[src/rtl/pipe_ctrl_pkg.sv]
// pipe_ctrl_pkg: shared encodings and helpers for the pipeline hazard controller.
package pipe_ctrl_pkg;

    localparam logic [1:0] FWD_REG = 2'b00;
    localparam logic [1:0] FWD_WB  = 2'b01;
    localparam logic [1:0] FWD_MEM = 2'b10;

    typedef enum logic {RUN, MWAIT} state_t;

    // Width-generic saturating increment; callers cast the result back to their own width.
    function automatic logic [63:0] sat_inc(input logic [63:0] v, input int unsigned w);
        logic [63:0] max;
        max = (w >= 64) ? '1 : ((64'd1 << w) - 64'd1);
        return (v == max) ? v : v + 64'd1;
    endfunction

endpackage

[src/rtl/fwd_mux.sv]
// fwd_mux: EX operand bypass select and data mux; MEM beats WB, x0 is never bypassed.
module fwd_mux import pipe_ctrl_pkg::*; #(
    parameter int XLEN   = 32,
    parameter int REG_AW = 5
) (
    input  logic [REG_AW-1:0] src,
    input  logic [XLEN-1:0]   reg_val,
    input  logic [REG_AW-1:0] mem_rd,
    input  logic              mem_regwrite,
    input  logic [XLEN-1:0]   mem_data,
    input  logic [REG_AW-1:0] wb_rd,
    input  logic              wb_regwrite,
    input  logic [XLEN-1:0]   wb_data,
    output logic [1:0]        sel,
    output logic [XLEN-1:0]   data
);

    assign sel  = (src == '0) ? FWD_REG :
                  (mem_regwrite && mem_rd == src) ? FWD_MEM :
                  (wb_regwrite && wb_rd == src) ? FWD_WB : FWD_REG;
    assign data = (sel == FWD_MEM) ? mem_data :
                  (sel == FWD_WB) ? wb_data :
                  (sel == FWD_REG) ? reg_val : '0;

endmodule

[src/rtl/pipe_hazard_ctrl.sv]
// pipe_hazard_ctrl: stage enables/flushes, EX forwarding, memory-wait freeze with watchdog,
// and saturating stall/flush counters for the 5-stage pipeline.
module pipe_hazard_ctrl import pipe_ctrl_pkg::*; #(
    parameter int XLEN        = 32,
    parameter int REG_AW      = 5,
    parameter int TO_W        = 8,
    parameter int MEM_TIMEOUT = 200,
    parameter int CNT_W       = 32
) (
    input  logic              clk,
    input  logic              rst_n,
    input  logic [REG_AW-1:0] id_rs1,
    input  logic [REG_AW-1:0] id_rs2,
    input  logic              id_use_rs1,
    input  logic              id_use_rs2,
    input  logic [REG_AW-1:0] ex_rs1,
    input  logic [REG_AW-1:0] ex_rs2,
    input  logic [REG_AW-1:0] ex_rd,
    input  logic              ex_is_load,
    input  logic              ex_redirect,
    input  logic [XLEN-1:0]   ex_rs1_reg,
    input  logic [XLEN-1:0]   ex_rs2_reg,
    input  logic [REG_AW-1:0] mem_rd,
    input  logic              mem_regwrite,
    input  logic [XLEN-1:0]   mem_aluout,
    input  logic              mem_req,
    input  logic              mem_ready,
    input  logic [REG_AW-1:0] wb_rd,
    input  logic              wb_regwrite,
    input  logic [XLEN-1:0]   wb_wdata,
    input  logic              cnt_clr,
    input  logic              err_clr,
    output logic              pc_en,
    output logic              if_id_en,
    output logic              if_id_flush,
    output logic              id_ex_en,
    output logic              id_ex_flush,
    output logic              ex_mem_en,
    output logic              mem_wb_bubble,
    output logic [1:0]        fwd_a_sel,
    output logic [1:0]        fwd_b_sel,
    output logic [XLEN-1:0]   ex_op_a,
    output logic [XLEN-1:0]   ex_op_b,
    output logic              mem_timeout,
    output logic              mem_err,
    output logic [CNT_W-1:0]  stall_cnt,
    output logic [CNT_W-1:0]  flush_cnt
);

    state_t          state, state_nxt;
    logic [TO_W-1:0] wd;
    logic            wd_hit, timeout, freeze, redirect, load_use;

    assign wd_hit   = (state == MWAIT) && (wd == TO_W'(MEM_TIMEOUT - 1));
    assign timeout  = wd_hit & ~mem_ready;
    assign freeze   = (state == RUN) ? (mem_req & ~mem_ready) : (~mem_ready & ~wd_hit);
    // A redirect seen while frozen is simply held in EX and acted on at release.
    assign redirect = ~freeze & ex_redirect;
    assign load_use = ~freeze & ~ex_redirect & ex_is_load & (ex_rd != '0) &
                      ((ex_rd == id_rs1 & id_use_rs1) | (ex_rd == id_rs2 & id_use_rs2));

    assign pc_en         = ~freeze & ~load_use;
    assign if_id_en      = ~freeze & ~load_use;
    assign if_id_flush   = redirect;
    assign id_ex_en      = ~freeze;
    assign id_ex_flush   = redirect | load_use;
    assign ex_mem_en     = ~freeze;
    assign mem_wb_bubble = freeze;

    always_comb begin
        state_nxt = state;
        state_nxt = (state == RUN) ? ((mem_req & ~mem_ready) ? MWAIT : RUN)
                                   : ((mem_ready | wd_hit) ? RUN : MWAIT);
    end

    always_ff @(posedge clk or negedge rst_n) begin
        if (!rst_n) begin
            state       <= RUN;
            wd          <= '0;
            mem_timeout <= 1'b0;
            mem_err     <= 1'b0;
            stall_cnt   <= '0;
            flush_cnt   <= '0;
        end else begin
            state       <= state_nxt;
            wd          <= (state == MWAIT && state_nxt == MWAIT) ? wd + TO_W'(1) : '0;
            mem_timeout <= timeout;
            mem_err     <= timeout | (mem_err & ~err_clr);
            stall_cnt   <= cnt_clr ? '0 : (freeze | load_use) ? CNT_W'(sat_inc(64'(stall_cnt), CNT_W)) : stall_cnt;
            flush_cnt   <= cnt_clr ? '0 : redirect ? CNT_W'(sat_inc(64'(flush_cnt), CNT_W)) : flush_cnt;
        end
    end

    fwd_mux #(.XLEN(XLEN), .REG_AW(REG_AW)) u_fwd_a (
        .src(ex_rs1), .reg_val(ex_rs1_reg),
        .mem_rd(mem_rd), .mem_regwrite(mem_regwrite), .mem_data(mem_aluout),
        .wb_rd(wb_rd), .wb_regwrite(wb_regwrite), .wb_data(wb_wdata),
        .sel(fwd_a_sel), .data(ex_op_a)
    );

    fwd_mux #(.XLEN(XLEN), .REG_AW(REG_AW)) u_fwd_b (
        .src(ex_rs2), .reg_val(ex_rs2_reg),
        .mem_rd(mem_rd), .mem_regwrite(mem_regwrite), .mem_data(mem_aluout),
        .wb_rd(wb_rd), .wb_regwrite(wb_regwrite), .wb_data(wb_wdata),
        .sel(fwd_b_sel), .data(ex_op_b)
    );

endmodule

[config.mk]
export PLATFORM = sky130hd
export DESIGN_NAME = pipe_hazard_ctrl
export DESIGN_NICKNAME = d
export VERILOG_FILES = /design/src/rtl/pipe_ctrl_pkg.sv /design/src/rtl/fwd_mux.sv /design/src/rtl/pipe_hazard_ctrl.sv
export SDC_FILE = /design/constraint.sdc
export NUM_CORES = 1
export LEC_CHECK = 0
export BUFFER_PORTS_ARGS = -buffer_cell sky130_fd_sc_hd__buf_2
export CAP_MARGIN = 40
export CELL_PAD_IN_SITES_DETAIL_PLACEMENT = 0
export CELL_PAD_IN_SITES_GLOBAL_PLACEMENT = 1
export CORE_MARGIN = 3
export CORE_UTILIZATION = 28
export DETAILED_ROUTE_END_ITERATION = 16
export PLACE_DENSITY_LB_ADDON = 0.1
export SKIP_CTS_REPAIR_TIMING = 1
export SYNTH_ARGS = -nofsm -noshare
export SYNTH_HDL_FRONTEND = slang
export SYNTH_SLANG_ARGS = --single-unit
[constraint.sdc]
create_clock -name clk -period 2.3 [get_ports clk]
set_input_delay 0.23 -clock clk [delete_from_list [all_inputs] [get_ports clk]]
set_output_delay 0.23 -clock clk [all_outputs]
set_load 0.01 [all_outputs]
After elaboration in Yosys (flattened, before gate mapping):

Index checks and enable logic that the tools add are counted.

* add/sub/neg operators: 3
* equality and inequality tests: 15
* mux-type cells: 23
* bitwise gates (word level): 23
* reduce and logical (&&, ||, !) cells: 15

Operator list (number)
* $mux 32: 12
* $add 32x1->32 const B: 2
* $eq 32x32->1 const B: 2
* $eq 5x5->1: 6
* $and 1x1->1: 12
* $logic_not 5->1: 2
* $add 8x1->8 const B: 1
* $eq 8x8->1 const B: 1
* $mux 2: 4
* $mux 8: 1
* $logic_and 1x1->1: 6
* $mux 1: 6
* $not 1->1: 6
* $or 1x1->1: 5
* $reduce_bool 5->1: 1
* $eq 2x1->1 const B: 2
* $eq 2x2->1 const B: 2
* $logic_not 2->1: 2
* $ne 2x2->1 const B: 2
* $reduce_and 2->1: 2
* $reduce_bool 2->1: 2

* register bits: 75
* bits of input ports: 175
* output and inout bits: 141
* word-level logic and storage cells: 85

Longest topological paths before layout:

Gate-level depths: netlist (run 1).

* depth in word-level cells: 13
* mapped depth: 9
* gate-level depth less buffers: 8

Modules after synthesis:

A second synthesis (run 1) with hierarchy kept.

* cells, all modules: 632
* area, all modules: 5860.6 um2

By module, submodules not included
* pipe_hazard_ctrl: instances 1, cells each 432, area an instance 4021.4 um2, seq. area each 1876.8 um2
* fwd_mux: instances 2, cells each 100, area an instance 919.6 um2, seq. area each 0.0 um2

Worst setup path after synthesis (run 1):

OpenSTA, ideal clock, no wires.

* kind: register -> output
* start point: reg wd[0]
* end point: out pc_en
* arrival: 2.066 ns
* data required time: 2.070 ns
* setup slack: 0.004 ns
* stages on the path, launching flop included: 9
* path buffers: 2
* path through: dfrtp_1 ha_1 and4b_1 a41o_1 inv_1 o21a_1 buf_2 inv_1 buf_4

* cells in the longest elaborated chain, start to end: 12

Ends and longest elaborated chain
* start, declared: RTL line pipe_hazard_ctrl.sv:51 `logic [TO_W-1:0] wd;`
* start signal, assigned: RTL line pipe_hazard_ctrl.sv:86 `wd <= (state == MWAIT && state_nxt == MWAIT) ? wd + TO_W'(1) : '0;`
* $eq 8x8->1 (*): RTL line pipe_hazard_ctrl.sv:54 `assign wd_hit = (state == MWAIT) && (wd == TO_W'(MEM_TIMEOUT - 1));`
* $logic_and 1x1->1 (*): RTL line pipe_hazard_ctrl.sv:54
* $not 1->1 (*): RTL line pipe_hazard_ctrl.sv:56 `assign freeze = (state == RUN) ? (mem_req & ~mem_ready) : (~mem_ready & ~wd_hit);`
* $and 1x1->1 (*): RTL line pipe_hazard_ctrl.sv:56
* $mux 1 (*): RTL line pipe_hazard_ctrl.sv:56
* $not 1->1 (*)
* via ex_mem_en: RTL line pipe_hazard_ctrl.sv:38 `output logic ex_mem_en,`
* $and 1x1->1 (4 in series): RTL line pipe_hazard_ctrl.sv:59 `assign load_use = ~freeze & ~ex_redirect & ex_is_load & (ex_rd != '0) &`
* $not 1->1: RTL line pipe_hazard_ctrl.sv:62 `assign pc_en = ~freeze & ~load_use;`
* $and 1x1->1 (*): RTL line pipe_hazard_ctrl.sv:62
* end, declared: RTL line pipe_hazard_ctrl.sv:33 `output logic pc_en,`

The timed path passes the listed nets; every way through them passes the cells marked *.

Worst setup path in the final report (run 1):

* start point: reg wd[0]
* end point: out if_id_en

* cells in the longest elaborated chain, start to end: 12

Ends and longest elaborated chain
* $eq 8x8->1 (*): RTL line pipe_hazard_ctrl.sv:54
* $logic_and 1x1->1 (*): RTL line pipe_hazard_ctrl.sv:54
* $not 1->1 (*): RTL line pipe_hazard_ctrl.sv:56
* $and 1x1->1 (*): RTL line pipe_hazard_ctrl.sv:56
* $mux 1 (*): RTL line pipe_hazard_ctrl.sv:56
* $not 1->1 (*): RTL line pipe_hazard_ctrl.sv:59, pipe_hazard_ctrl.sv:63
* $and 1x1->1 (4 in series): RTL line pipe_hazard_ctrl.sv:59
* $not 1->1: RTL line pipe_hazard_ctrl.sv:63 `assign if_id_en = ~freeze & ~load_use;`
* $and 1x1->1 (*): RTL line pipe_hazard_ctrl.sv:63
* end, declared: RTL line pipe_hazard_ctrl.sv:34 `output logic if_id_en,`

Every way passes the cells marked *; elsewhere a longest branch is shown, timed or not.

==> results.md, run 1 <==
- Least-Margin Pin Slew: 0.634 ns
- Capturing element type of the critical path: output port
- Detailed route wirelength on metal2: 11500 um
- Main flop type after synthesis: sky130_fd_sc_hd__dfrtp_1
- Fin cells: 1317
- H-tree depth: 3
- First-pass GRT wire length: 34700 um
- Die width: 147 um
- Unrepaired setup endpoints after global routing: true
- FP Rows: 50
- Mean instance size in the synthesized netlist: 8.18 um2
- Number of standard cells after synthesis: 678
- Worst hold-check path type: primary input to register
- Overall die area: 21500 um2
- Combinational share of power: 0.202
- Most frequent cells in the layout: 314 x sky130_fd_sc_hd__buf_2, 92 x sky130_fd_sc_hd__nand2_1, 80 x sky130_fd_sc_hd__nor2_1
- Sequential fraction of the synthesis area: 0.338
- Number of distinct standard cells referenced by the synthesized netlist: 48
- Synthesis Warnings: 0
- Routed WL: 22800 um
- CTS root buffer: sky130_fd_sc_hd__clkbuf_16
- Initial antenna violation count: 4
- Highest metal layer used by the detailed router: met4
- Total number of nets in the final design: 1226
- Sequential share of power: 0.384
- Maximum clock skew at final layout: 0.00646 ns
- Clock slew seen by the registers of the worst setup and hold paths: 0.06 ns
- Register bit total from synthesis: 75
- Arrival time at the worst endpoint: 1.97 ns
- Proportion of synthesized flip-flops having asynchronous set or reset: 1.00
- Quantity of I/O buffers inserted on ports: 315
- TritonCTS buffer count: 9
- Number of top-level pins: 316
- DRC: 0
- Number of setup violations in the final report: 0
- Areal power density over the cells: 413 nW/um2
- Part of the cycle the worst path needs: 0.957
- Cell Area, Synth: 5550 um2
- Overall Global Routing Usage: 0.201
- Leakage power summed over all cells: 3.86 nW
- Via-to-Cell Ratio: 4.66
- Die height: 147 um
- Reported max-cap violation count: 0
- Dpl cells: 1283
- CTS tree: yes
- Post-detail-place hpwl: 18400 um
- FMAX: 454 MHz
- Final hold vios: 0
- Required time of the worst setup path: 2.07 ns
- Net count after synthesis: 856
- Outcome: finished clean
- Detailed-route wire length per cell: 17.3 um
- Net Sw Frac: 0.265
- Cell-by-cell trace of the critical path: ha_1 -> and4b_1 -> a41o_1 -> inv_2 -> o21a_4 -> buf_8 -> inv_1 -> buf_2
- Share of power burned in the clock network: 0.414
- Worst-path maximum fanout: 11
- Most frequent standard cell in the layout excluding fill and tap cells: sky130_fd_sc_hd__buf_2
- Relative slew margins: 0.577
- Area of the core: 19100 um2
- Vias in the first global route: 5940
- Count of vias placed by the detailed router: 6133
- Remaining antenna violation count: 0
- Startpoint kind of the worst setup timing path: register
- CTS sink cnt: 75
- Switch Pwr: 0.000921 W
- Metal-1 WL: 9320 um
- Post-layout utilization of the core: 0.441
- Worst Setup Path Type: register to output port
- Pin count of the biggest net entering global routing: 46
- Number of synthesized flops with an enable pin: 0
- Number of search-and-repair iterations in the first detailed-routing pass: 4
- Maximum count of clock buffers along a single path: 2
- Wire length on met3: 1450 um
- Routability congestion estimate: 0.896
- GRT overflow: 0
- Min Clock Period, post-route: 2.20 ns
- Worst ir drop on vdd: 0.000259 V
- Peak per-stage delay on the critical path: 0.35 ns
- Internal power summed over all cells: 0.00256 W
- Drt initial violations: 172
- Layout overhead on the synthesized area: 51.7%
- Share of final-layout standard cells stronger than drive strength 1: 0.421
- Skew-Pair Late Insertion Delay: 0.33 ns
- Max-slew violation count: 0
- Starting Density: 0.291
- Slowest cell on crit path: sky130_fd_sc_hd__dfrtp_1
[cells in the mapped netlist (15+ instances only)]
cell type	instances	area, um2
sky130_fd_sc_hd__inv_1	15	56.3
sky130_fd_sc_hd__xnor2_1	50	438
sky130_fd_sc_hd__clkbuf_1	24	90.1
sky130_fd_sc_hd__o21ai_0	68	340
sky130_fd_sc_hd__xor2_1	44	385
sky130_fd_sc_hd__nand2_1	93	349
sky130_fd_sc_hd__nand4_1	26	163
sky130_fd_sc_hd__dfrtp_1	75	1880
sky130_fd_sc_hd__mux2i_1	64	641
sky130_fd_sc_hd__nand3_1	30	150
sky130_fd_sc_hd__nor3_1	19	95.1
sky130_fd_sc_hd__nor2_1	83	312
[critical path: cells and delay by family, from the launching register on]
| kind | cells | cell delay, ns |
|---|---|---|
| AND/OR/NAND/NOR | 1 | 0.22 |
| adder cells (fa/ha/maj) | 1 | 0.16 |
| AO/OA/AOI/OAI | 2 | 0.52 |
| buffers and inverters | 4 | 0.40 |
| flip-flops | 1 | 0.35 |
[kinds of logic (layout without fill, tap and decap cells)]
| kind of cell | count (synthesis) | after routing | synth area share |
|---|---|---|---|
| flops | 75 | 75 | 0.338 |
| other cells | 0 | 4 | 0 |
| xor+xnor | 94 | 94 | 0.148 |
| mux | 65 | 65 | 0.118 |
| fa+ha+maj | 3 | 3 | 0.00677 |
| simple gates | 307 | 309 | 0.268 |
| buf+inv | 52 | 425 | 0.0417 |
| compound gates | 82 | 82 | 0.0785 |
[per-stage QoR]
step           setup WS (ns)  TNS (ns)  cell area, um2  power, W  hold slack (ns)
6_report              0.0988         0            8420   0.00348           0.0863
5_1_grt              -0.0413    -0.139            8420   0.00365           0.0878
4_1_cts               -0.210    -0.682            8200   0.00351          -0.0640
3_5_place_dp          -0.184    -0.229            7900   0.00203            0.297
3_3_place_gp          -0.187    -0.233            7900   0.00203            0.297
2_1_floorplan        0.00369         0            5550   0.00162          -0.0656
[flip-flops by register name, indices dropped and copies added (netlist names)]
signal,cells
flush_cnt,32
stall_cnt,32
wd,8
mem_err,1
mem_timeout,1
state,1
[cell type report]
class	count	area [um2]
sequential	75	1880
timing repair buffer	394	2290
clock buffer	12	256
inverter	15	56.3
tap	260	325
multi-input combinational	553	3550
fill	1987	10700
antenna	4	10.0
clock inverter	4	48.8
[final timing paths]
| check | depth (start not counted) | start | to | slack, ns |
|---|---|---|---|---|
| max in group asynchronous | 3 | rst_n | stall_cnt[27] | 1.25 |
| hold / removal | 2 | mem_ready | mem_timeout | 0.09 |
| setup / recovery | 8 | wd[0] | if_id_en | 0.1 |
| setup reg to reg | 10 | wd[0] | flush_cnt[31] | 0.11 |
| min in group asynchronous | 2 | rst_n | flush_cnt[17] | 0.45 |
| hold reg to reg | 2 | wd[0] | wd[0] | 0.52 |
[power by group through the flow]
stage / clock network (W) / logic (W) / registers (W)
2_1_floorplan: 0 / 0.000255 / 0.00136
3_3_place_gp: 0 / 0.000676 / 0.00136
3_5_place_dp: 0 / 0.000674 / 0.00136
4_1_cts: 0.00149 / 0.000676 / 0.00133
5_1_grt: 0.00154 / 0.000769 / 0.00134
6_report: 0.00144 / 0.000701 / 0.00134
[layer usage]
layer | track usage | vias to the layer above
li1 | - | 3090
met1 | 0.246 | 2815
met2 | 0.347 | 201
met3 | 0.0481 | 27
met4 | 0.0677 | 0
met5 | 0 | -
No activity file was read; power rests on OpenSTA's default activity.
==> inputs of run 2 (changes only) <==
--- a/constraint.sdc
+++ b/constraint.sdc
@@ -3,2 +3,2 @@
 set_output_delay 0.23 -clock clk [all_outputs]
-set_load 0.01 [all_outputs]
+set_load 0.1 [all_outputs]
==> run 2 against run 1 <==
The run now ends with setup timing left. Combinational power increased to 2.7 times the previous value. Core utilization rose by 12 points. First-iteration DRC count is 13% higher. Highest routed layer unchanged.
==> results.md, run 2 (synthesis results as in run 1) <==
- Least-Margin Pin Slew: 0.527 ns (-0.107 ns)
- GRT overflow: 0 (unchanged)
- CTS tree: yes
- Skew-Pair Late Insertion Delay: 0.34 ns (about the same)
- Fin cells: 1333 (+1.2%)
- Layout overhead on the synthesized area: 94.0%
- Drt initial violations: 195 (+13%)
- Quantity of I/O buffers inserted on ports: 315 (unchanged)
- Clock slew seen by the registers of the worst setup and hold paths: 0.06 ns (about the same)
- Number of setup violations in the final report: 3 (+3)
- Maximum count of clock buffers along a single path: 2 (unchanged)
- Worst Setup Path Type: register to output port
- Worst-path maximum fanout: 5 (-6)
- R2R Path Start: wd[0]
- Share of final-layout standard cells stronger than drive strength 1: 0.568 (+0.147)
- Die height: 147 um (unchanged)
- Areal power density over the cells: 430 nW/um2 (+4.1%)
- Hold wc startpoint: err_clr
- Vias in the first global route: 6220 (+4.7%)
- Die width: 147 um (unchanged)
- Grt peak-use layer: met2
- Reported max-cap violation count: 0 (unchanged)
- FMAX: 424 MHz (-6.6%)
- Max-slew violation count: 0 (unchanged)
- Part of the cycle the worst path needs: 1.03 (+0.0680)
- DRC: 0 (unchanged)
- Initial antenna violation count: 2 (-2)
- Maximum clock skew at final layout: 0.00775 ns (+0.00129 ns)
- Starting Density: 0.291 (unchanged)
- First-pass GRT wire length: 35600 um (+2.7%)
- Worst setup slack after layout: -0.0576 ns (-0.156 ns)
- Most frequent cells in the layout: 241 x sky130_fd_sc_hd__buf_2, 87 x sky130_fd_sc_hd__nand2_1, 81 x sky130_fd_sc_hd__buf_12
- Most frequent standard cell in the layout excluding fill and tap cells: sky130_fd_sc_hd__buf_2
- Overall die area: 21500 um2 (unchanged)
- Number of search-and-repair iterations in the first detailed-routing pass: 4 (unchanged)
- Unrepaired setup endpoints after global routing: true
- Violated checks: setup timing
- Cell-by-cell trace of the critical path: ha_4 -> and4b_1 -> a41o_4 -> buf_6 -> clkinvlp_4 -> o21a_4 -> clkinvlp_4 -> buf_12
- Beginning of the critical path: wd[0]
- Cell seen most often among critical-path stages: sky130_fd_sc_hd__clkinvlp_4
- TritonCTS buffer count: 9 (unchanged)
- CTS root buffer: sky130_fd_sc_hd__clkbuf_16
- Via-to-Cell Ratio: 4.78 (+2.7%)
- Routability congestion estimate: 0.864 (-3.5%)
- Count of vias placed by the detailed router: 6374 (+3.9%)
- Design Power: 0.00463 W (+33%)
- Required time of the worst setup path: 2.07 ns (about the same)
- Overall Global Routing Usage: 0.208 (+0.00678)
- Worst setup timing slack at the placement stage: -0.0648 ns (+0.119 ns)
- Arrival time at the worst endpoint: 2.13 ns (+0.16 ns)
- Remaining antenna violation count: 0 (unchanged)
- Min Clock Period, post-route: 2.36 ns (+0.156 ns)
- Largest regs: flush_cnt (32), stall_cnt (32), wd (8)
- Capturing element type of the critical path: output port
- Worst ir drop on vdd: 0.000385 V (+49%)
- Outcome: finished, violations left
- Cell class contributing the biggest share of worst-path delay: buffers and inverters
- Post-detail-place hpwl: 18800 um (+2.4%)
- Sum of buffers and inverters on the critical path: 4 (unchanged)
- Leakage power summed over all cells: 4.55 nW (+18%)
- H-tree depth: 3 (unchanged)
- CTS sink cnt: 75 (unchanged)
- Total number of nets in the final design: 1244 (+1.5%)
- Number of top-level pins: 316 (unchanged)
- Detailed-route wire length per cell: 18.1 um (+4.8%)
- Dpl cells: 1273 (-0.78%)
- Met1 track demand over resource in global routing: 0.262 (+0.0162)
- Area of the core: 19100 um2 (unchanged)
- Number of inserted filler cells in the final layout: 1734 (-13%)
- Relative slew margins: 0.646 (+0.0689)
- Final hold vios: 0 (unchanged)
- Pin count of the biggest net entering global routing: 76 (+65%)
- FP Rows: 50 (unchanged)
- Peak per-stage delay on the critical path: 0.39 ns (+0.04 ns)
- Worst hold-check path type: primary input to register
- Met3 usage in global routing: 0.0410 (-0.00709)
- Met2 capacity usage during global routing: 0.368 (+0.0217)
- Slowest cell on crit path: sky130_fd_sc_hd__dfrtp_1
- Routed WL: 24200 um (+6.1%)
- Post-layout utilization of the core: 0.564 (+0.123)
- Startpoint kind of the worst setup timing path: register
run 2: changes by cell type in the layout (fill, tap and decap cells not counted), moves of 11 or more:
cell / previous run / this run
sky130_fd_sc_hd__dfrtp_2: 0 / 44
sky130_fd_sc_hd__buf_12: 8 / 81
sky130_fd_sc_hd__o21ai_0: 57 / 3
sky130_fd_sc_hd__buf_6: 3 / 15
sky130_fd_sc_hd__mux2i_1: 64 / 53
sky130_fd_sc_hd__o21ai_4: 0 / 64
sky130_fd_sc_hd__buf_2: 314 / 241
sky130_fd_sc_hd__dfrtp_1: 75 / 25
run 2: routing by layer:
layer / wire length, um / vias up
met1: 10200 / 3060
met3: 1020 / 19
met2: 12700 / 177
met5: 0 / -
met4: 261 / 0
li1: - / 3118
run 2: worst paths after layout:
check                           endpoint  slack [ns]  cells after the start
max in group asynchronous   stall_cnt[5]        1.47                      3
setup / recovery                   pc_en       -0.06                      8
hold / removal                   mem_err        0.08                      2
hold reg to reg                  mem_err        0.54                      2
setup reg to reg           stall_cnt[28]           0                     11
min in group asynchronous   flush_cnt[8]        0.46                      3
run 2: worst reg2reg max path, cell delays in order (launching register included):
cell and delay (ns):
sky130_fd_sc_hd__dfrtp_1 0.41, sky130_fd_sc_hd__ha_4 0.18, sky130_fd_sc_hd__and4b_1 0.21, sky130_fd_sc_hd__a41o_4 0.22
sky130_fd_sc_hd__buf_6 0.13, sky130_fd_sc_hd__clkinvlp_4 0.09, sky130_fd_sc_hd__buf_6 0.10, sky130_fd_sc_hd__o211ai_4 0.15
sky130_fd_sc_hd__buf_6 0.17, sky130_fd_sc_hd__or3_1 0.31, sky130_fd_sc_hd__xor2_1 0.15, sky130_fd_sc_hd__nor2_1 0.05
run 2: area by class of cell:
cell class / count / area, um2 / share of cell area
clock buffers: 9 / 225 / 0.0209
repair buffers: 414 / 3640 / 0.339
multi-input cells: 551 / 4470 / 0.416
inverters: 15 / 63.8 / 0.00593
flip-flops and latches: 75 / 1950 / 0.182
clock inverters: 7 / 68.8 / 0.00640
diodes: 2 / 5.00 / 0.000465
well taps: 260 / 325 / 0.0302
run 2: where the power goes:
part / leakage [nW] / switching [W] / internal (W) / total, W
sequential: 0.959 / 0.0000103 / 0.00133 / 0.00134
combinational: 3.45 / 0.00117 / 0.000701 / 0.00187
clock: 0.141 / 0.000584 / 0.000836 / 0.00142
total: 4.55 / 0.00176 / 0.00287 / 0.00463
run 2: stage by stage:
stage | hold slack (ns) | instance area, um2 | setup TNS, ns
after floorplan | -0.0656 | 6540 | -19.11
after global placement | 0.288 | 9740 | -0.300
after detailed placement | 0.289 | 9740 | -0.363
after CTS | -0.0739 | 10000 | -1.18
after global routing | 0.0683 | 10800 | -1.53
final | 0.0760 | 10800 | -0.117
